--- src/rtl/tc_sram_arb.sv ---
// tc_sram_arb: per-bank round-robin scheduler in front of the banked tensor-core SRAM.
// Each bank takes one write and two reads (ports A/B) per cycle. Read data comes back
// through a fixed-latency pipe that tags every granted read with its bank and port.
module tc_sram_arb #(
  parameter int NumReq       = 4,
  parameter int NumBanks     = 4,
  parameter int WordsPerBank = 256,
  parameter int DataWidth    = 32,
  parameter int RdLatency    = 1,
  parameter int BankBits     = $clog2(NumBanks),
  parameter int AddrWidth    = $clog2(WordsPerBank),
  parameter int ReqAddrWidth = AddrWidth + BankBits
) (
  input  logic                    clk,
  input  logic                    rst,
  input  logic [NumReq-1:0]       req_valid,
  output logic [NumReq-1:0]       req_ready,
  input  logic [NumReq-1:0]       req_we,
  input  logic [ReqAddrWidth-1:0] req_addr    [NumReq],
  input  logic [DataWidth-1:0]    req_wdata   [NumReq],
  output logic [NumReq-1:0]       rsp_valid,
  output logic [DataWidth-1:0]    rsp_data    [NumReq],
  output logic [NumBanks-1:0]     sram_we,
  output logic [NumBanks-1:0]     sram_re,
  output logic [AddrWidth-1:0]    sram_waddr  [NumBanks],
  output logic [AddrWidth-1:0]    sram_raddr1 [NumBanks],
  output logic [AddrWidth-1:0]    sram_raddr2 [NumBanks],
  output logic [DataWidth-1:0]    sram_wdata  [NumBanks],
  input  logic [DataWidth-1:0]    sram_rdataA [NumBanks],
  input  logic [DataWidth-1:0]    sram_rdataB [NumBanks]
);

  localparam int ReqIdxW = (NumReq > 1) ? $clog2(NumReq) : 1;

  logic [BankBits-1:0]  req_bank_s  [NumReq];
  logic [AddrWidth-1:0] req_word_s  [NumReq];
  logic [NumReq-1:0]    wr_gnt_s;
  logic [NumReq-1:0]    rd_gnt_s;
  logic [NumReq-1:0]    rd_port_s;    // 1 = read granted on port B
  logic [ReqIdxW-1:0]   ptr_r       [NumBanks];
  logic [ReqIdxW-1:0]   ptr_nxt_s   [NumBanks];
  logic [NumBanks-1:0]  ptr_upd_s;

  logic [NumReq-1:0]    pipe_vld_r  [RdLatency];
  logic [NumReq-1:0]    pipe_port_r [RdLatency];
  logic [BankBits-1:0]  pipe_bank_r [RdLatency][NumReq];

  // Split each flat address into bank select (low bits) and in-bank word.
  always_comb begin
    for (int r = 0; r < NumReq; r++) begin
      req_bank_s[r] = req_addr[r][BankBits-1:0];
      req_word_s[r] = req_addr[r][ReqAddrWidth-1:BankBits];
    end
  end

  // Per-bank arbitration: rotate from ptr, pick one write then up to two non-conflicting reads.
  always_comb begin : grant
    logic [ReqIdxW-1:0]   idx_s;
    logic [ReqIdxW-1:0]   last_s;
    logic                 any_s;
    logic                 wr_hit_s;
    logic [AddrWidth-1:0] wr_word_s;
    logic [1:0]           rd_cnt_s;
    wr_gnt_s  = '0;
    rd_gnt_s  = '0;
    rd_port_s = '0;
    sram_we   = '0;
    sram_re   = '0;
    ptr_upd_s = '0;
    idx_s     = '0;
    last_s    = '0;
    any_s     = 1'b0;
    wr_hit_s  = 1'b0;
    wr_word_s = '0;
    rd_cnt_s  = 2'd0;
    for (int b = 0; b < NumBanks; b++) begin
      sram_waddr[b]  = '0;
      sram_raddr1[b] = '0;
      sram_raddr2[b] = '0;
      sram_wdata[b]  = '0;
      ptr_nxt_s[b]   = ptr_r[b];
    end
    for (int b = 0; b < NumBanks; b++) begin
      wr_hit_s  = 1'b0;
      wr_word_s = '0;
      rd_cnt_s  = 2'd0;
      any_s     = 1'b0;
      last_s    = ptr_r[b];
      // write slot: first writer in scan order
      for (int k = 0; k < NumReq; k++) begin
        idx_s = ReqIdxW'((int'(ptr_r[b]) + k) % NumReq);
        if (!rst && !wr_hit_s && req_valid[idx_s] && req_we[idx_s] &&
            (req_bank_s[idx_s] == BankBits'(b))) begin
          wr_hit_s        = 1'b1;
          wr_word_s       = req_word_s[idx_s];
          wr_gnt_s[idx_s] = 1'b1;
          sram_we[b]      = 1'b1;
          sram_waddr[b]   = req_word_s[idx_s];
          sram_wdata[b]   = req_wdata[idx_s];
        end else begin
          wr_hit_s = wr_hit_s;
        end
      end
      // read slots: first two readers not colliding with the granted write word
      for (int k = 0; k < NumReq; k++) begin
        idx_s = ReqIdxW'((int'(ptr_r[b]) + k) % NumReq);
        if (!rst && req_valid[idx_s] && !req_we[idx_s] &&
            (req_bank_s[idx_s] == BankBits'(b)) && (rd_cnt_s < 2'd2) &&
            !(wr_hit_s && (req_word_s[idx_s] == wr_word_s))) begin
          rd_gnt_s[idx_s] = 1'b1;
          sram_re[b]      = 1'b1;
          if (rd_cnt_s == 2'd0) begin
            sram_raddr1[b] = req_word_s[idx_s];
          end else begin
            sram_raddr2[b]   = req_word_s[idx_s];
            rd_port_s[idx_s] = 1'b1;
          end
          rd_cnt_s = rd_cnt_s + 2'd1;
        end else begin
          rd_cnt_s = rd_cnt_s;
        end
      end
      // pointer moves past the last granted requester in scan order
      for (int k = 0; k < NumReq; k++) begin
        idx_s = ReqIdxW'((int'(ptr_r[b]) + k) % NumReq);
        if ((wr_gnt_s[idx_s] || rd_gnt_s[idx_s]) && (req_bank_s[idx_s] == BankBits'(b))) begin
          any_s  = 1'b1;
          last_s = idx_s;
        end else begin
          any_s = any_s;
        end
      end
      ptr_upd_s[b] = any_s;
      ptr_nxt_s[b] = ReqIdxW'((int'(last_s) + 1) % NumReq);
    end
  end

  assign req_ready = wr_gnt_s | rd_gnt_s;

  // Round-robin pointer per bank; only advances when the bank granted something.
  always_ff @(posedge clk or posedge rst) begin
    if (rst) begin
      for (int b = 0; b < NumBanks; b++) ptr_r[b] <= '0;
    end else begin
      for (int b = 0; b < NumBanks; b++) begin
        if (ptr_upd_s[b]) ptr_r[b] <= ptr_nxt_s[b];
      end
    end
  end

  // Read-return tag pipe matching the SRAM read latency; reset drops in-flight reads.
  always_ff @(posedge clk or posedge rst) begin
    if (rst) begin
      for (int s = 0; s < RdLatency; s++) begin
        pipe_vld_r[s]  <= '0;
        pipe_port_r[s] <= '0;
        for (int r = 0; r < NumReq; r++) pipe_bank_r[s][r] <= '0;
      end
    end else begin
      pipe_vld_r[0]  <= rd_gnt_s;
      pipe_port_r[0] <= rd_port_s;
      for (int r = 0; r < NumReq; r++) pipe_bank_r[0][r] <= req_bank_s[r];
      for (int s = 1; s < RdLatency; s++) begin
        pipe_vld_r[s]  <= pipe_vld_r[s-1];
        pipe_port_r[s] <= pipe_port_r[s-1];
        for (int r = 0; r < NumReq; r++) pipe_bank_r[s][r] <= pipe_bank_r[s-1][r];
      end
    end
  end

  // Registered response: steer the tagged bank/port data to its requester, zero otherwise.
  always_ff @(posedge clk or posedge rst) begin
    if (rst) begin
      rsp_valid <= '0;
      for (int r = 0; r < NumReq; r++) rsp_data[r] <= '0;
    end else begin
      for (int r = 0; r < NumReq; r++) begin
        if (pipe_vld_r[RdLatency-1][r]) begin
          rsp_valid[r] <= 1'b1;
          rsp_data[r]  <= pipe_port_r[RdLatency-1][r] ? sram_rdataB[pipe_bank_r[RdLatency-1][r]]
                                                      : sram_rdataA[pipe_bank_r[RdLatency-1][r]];
        end else begin
          rsp_valid[r] <= 1'b0;
          rsp_data[r]  <= '0;
        end
      end
    end
  end

endmodule
--- config.mk ---
export PLATFORM = sky130hd
export DESIGN_NAME = tc_sram_arb
export DESIGN_NICKNAME = d
export VERILOG_FILES = /design/src/rtl/tc_sram_arb.sv
export SDC_FILE = /design/constraint.sdc
export NUM_CORES = 2
export LEC_CHECK = 0
export CAP_MARGIN = 20
export CORE_AREA = 2 2 365 367
export CTS_CLUSTER_DIAMETER = 200
export DETAILED_ROUTE_END_ITERATION = 8
export DIE_AREA = 0 0 367 369
export DONT_BUFFER_PORTS = 1
export SLEW_MARGIN = 5
export SYNTH_ARGS = -nofsm -noshare
export SYNTH_HDL_FRONTEND = slang
export SYNTH_SLANG_ARGS = --single-unit
--- constraint.sdc ---
create_clock -name clk -period 21.6 [get_ports clk]
set_clock_uncertainty 0.1 [all_clocks]
set_input_delay 0 -clock clk [delete_from_list [all_inputs] [get_ports clk]]
set_output_delay 0 -clock clk [all_outputs]
set_load 0.01 [all_outputs]
==> summary.txt <==
Routed wl met3: 30.8 mm
Yosys top cell by area: mux4_2
CTS Hold Bufs: 371
Tot Pwr: 5.53 mW
Die height: 369 µm
Crit path required time: 21.90 ns
Post-CTS Resized: 0
CP endpoint kind: flip-flop
Failing checks: DRC
Net switching power: 2.99 mW
Initial Util: 31.9%
RSZ-0062 raised after global routing: no
Routed wl met2: 97.8 mm
Final period utilization: 46.9%
Ys flop type: dfrtp_1
Power density over the cells: 118 nW/µm²
Die Area: 135,000 µm²
Share of the yosys chip area belonging to registers: 9.34%
Synth cell types: 107
Largest net degree at the start of global routing: 128
Worst-skew pair later-pin latency: 0.50 ns
Met1 Routed Length: 71.8 mm
Crit path DAT: 10.44 ns
Most frequent CP cell: inv_1
Depth of the CTS H-tree: 4
CTS Root Cell: clkbuf_16
DP HPWL: 145 mm
CP Buf/Inv Count: 3
Vias in the first global route: 39,900
Mapped Nets: 4,677
Iter 0 DRT Violations: 6,671
Highest metal used: met5
Synth top cells by count: mux4_2 (816), clkbuf_1 (449), nand2_1 (379)
Die Wd: 367 µm
Worst Hold Path Cells: 3
Post-CTS setup buffer count: 0
Tmin final: 10.14 ns
Peak VDD IR: 0.000124 V
Sequential power share: 10.4%
Setup crit start kind: flip-flop
Slowest cell on the critical path: dfrtp_4
Vias: 43,000
Sw Share: 54.0%
Register bit total from synthesis: 156
Synthesized cell area: 41,800 µm²
Stages on worst setup path: 25
P_leak: 15.6 nW
Per-cell routed wire length: 36.7 µm
Gpl congestion: 0.992
Top-area cell type share of the netlist area: 43.9%
Core region area: 131,000 µm²
Gate power share: 83.7%
Maximum single-stage delay on the critical path: 1.06 ns
Initial antenna violation count: 20
Worst-margin pin slew: 1.13 ns
Vias per inst: 7.31
DRC errors left: 1
Port Buf Inserts: 0
Setup_tns: 0 ns
First-pass GRT wire length: 304 mm
Top-count cell post-synth: mux4_2
Asr flop ratio synth: 100%
Detail Route Antenna Nets: 0
Inserted Clock Buffers: 17
Post-synth EDFFs: 0
Status: complete, but fails checks
Synth Instances: 4,215
Syn. warnings: 0
Total gr overflow: 0
CTS tree: yes
Routed Wire Length: 216 mm
Row count: 133
Kind of critical path: reg2reg
Max_slew headroom: 24.6%
Delay-heaviest family, CP: compound AO/OA/AOI/OAI gates
MaxCap Viol Count: 0
Final hold viol count: 0
Global-route total usage across every layer: 30.5%
Fin nets: 4,539
TritonRoute pass-1 iters: 9
I/O pins: 802
CP max FO: 62
Clk pin slew, worst setup/hold paths: 0.09 ns
Reg2reg path depth: 25
Fmax: 98.6 MHz
Final Setup Violations: 0
P_int: 2.54 mW
Top cells by area, synth: mux4_2 (44%), dfrtp_1 (9.3%), mux2i_1 (5.2%)
Final Max Tran Viols: 0
Proportion of layout cells with a drive suffix above 1: 26.9%
P&R area growth vs syn: 12.0%
Clock group share of total power: 5.8%
Clock Sink Count: 156
Maximum buffer depth of the clock tree: 2
Syn avg cell area: 9.92 µm²
Hold crit path type: in2reg
flip-flops by register name, summed over array words and instances (netlist names):
name,flops
pipe_vld_r,4
rsp_data,128
rsp_valid,4
ptr_r,8
pipe_port_r,4
pipe_bank_r,8
cells by family after synthesis:
logic type	after synthesis	synth area share [%]
AO/OA/AOI/OAI	1095	17.9
buffers and inverters	704	6.66
multiplexers	1118	51.5
XOR/XNOR	64	1.34
adder cells (fa/ha/maj)	28	0.838
AND/OR/NAND/NOR	1050	12.5
flip-flops	156	9.34
stage by stage:
step	util (%)	worst slack, ns	hold WS, ns	area (µm²)	cells
after CTS	35.6	11.71	0.00184	46700	5842
final	35.7	11.46	0.0182	46800	5878
after detailed placement	32.3	11.74	-0.171	42400	5439
after global placement	32.3	11.93	-0.173	42400	5438
after global routing	35.7	11.06	0.0344	46800	5859
after floorplan	-	10.89	-0.0686	41800	4215
layer usage:
layer / GRT usage [%] / up-vias
li1: - / 16800
met1: 34.8 / 21600
met2: 47.7 / 3703
met3: 12.8 / 800
met4: 17.8 / 6
met5: 0.0356 / -
power groups by stage:
| stage | sequential, mW | combinational, mW | clock [mW] |
|---|---|---|---|
| 2_1_floorplan | 0.422 | 3.50 | 0 |
| 3_3_place_gp | 0.579 | 4.38 | 0 |
| 3_5_place_dp | 0.584 | 4.39 | 0 |
| 4_1_cts | 0.578 | 4.54 | 0.322 |
| 5_1_grt | 0.595 | 4.88 | 0.332 |
| 6_report | 0.577 | 4.63 | 0.323 |
final timing paths:
kind	start	end	slack [ns]
max	ptr_r[4]	ptr_r[1]	11.46
min	sram_rdataA[39]	rsp_data[71]	0.02
max reg2reg	ptr_r[4]	ptr_r[1]	11.46
min reg2reg	pipe_vld_r[3]	rsp_valid[3]	0.67
max in group asynchronous	rst	rsp_data[112]	19.26
min in group asynchronous	rst	pipe_bank_r[4]	0.09
cells in the final DEF (no fill, tap or decap), drive strengths merged, types with 41 or more instances in the layout:
cell and instances:
mux4 817, xnor2 41, dfrtp 156, o21ai 274, nand3 116, nand2 379, nor2 168, nor2b 145
a211oi 74, mux2i 219, o211ai 41, a21oi 195, dlygate4sd3 371, mux2 82, a22oi 177, buf 81
nor3 45, inv 95
tightest hold or removal path, cell delays in order:
cell and delay [ns]:
mux4_2 0.21, mux2i_1 0.07, nor2b_1 0.25
layout make-up:
| cell class | instances | area, µm² |
|---|---|---|
| inverters | 92 | 353 |
| diodes | 33 | 82.6 |
| multi-input cells | 3355 | 35300 |
| clock inverters | 15 | 156 |
| repair buffers | 455 | 4360 |
| well taps | 1755 | 2200 |
| fillers | 12900 | 84300 |
| flip-flops and latches | 156 | 3970 |
| clock buffers | 17 | 425 |
Note: power is estimated with default switching activity, not from simulation.
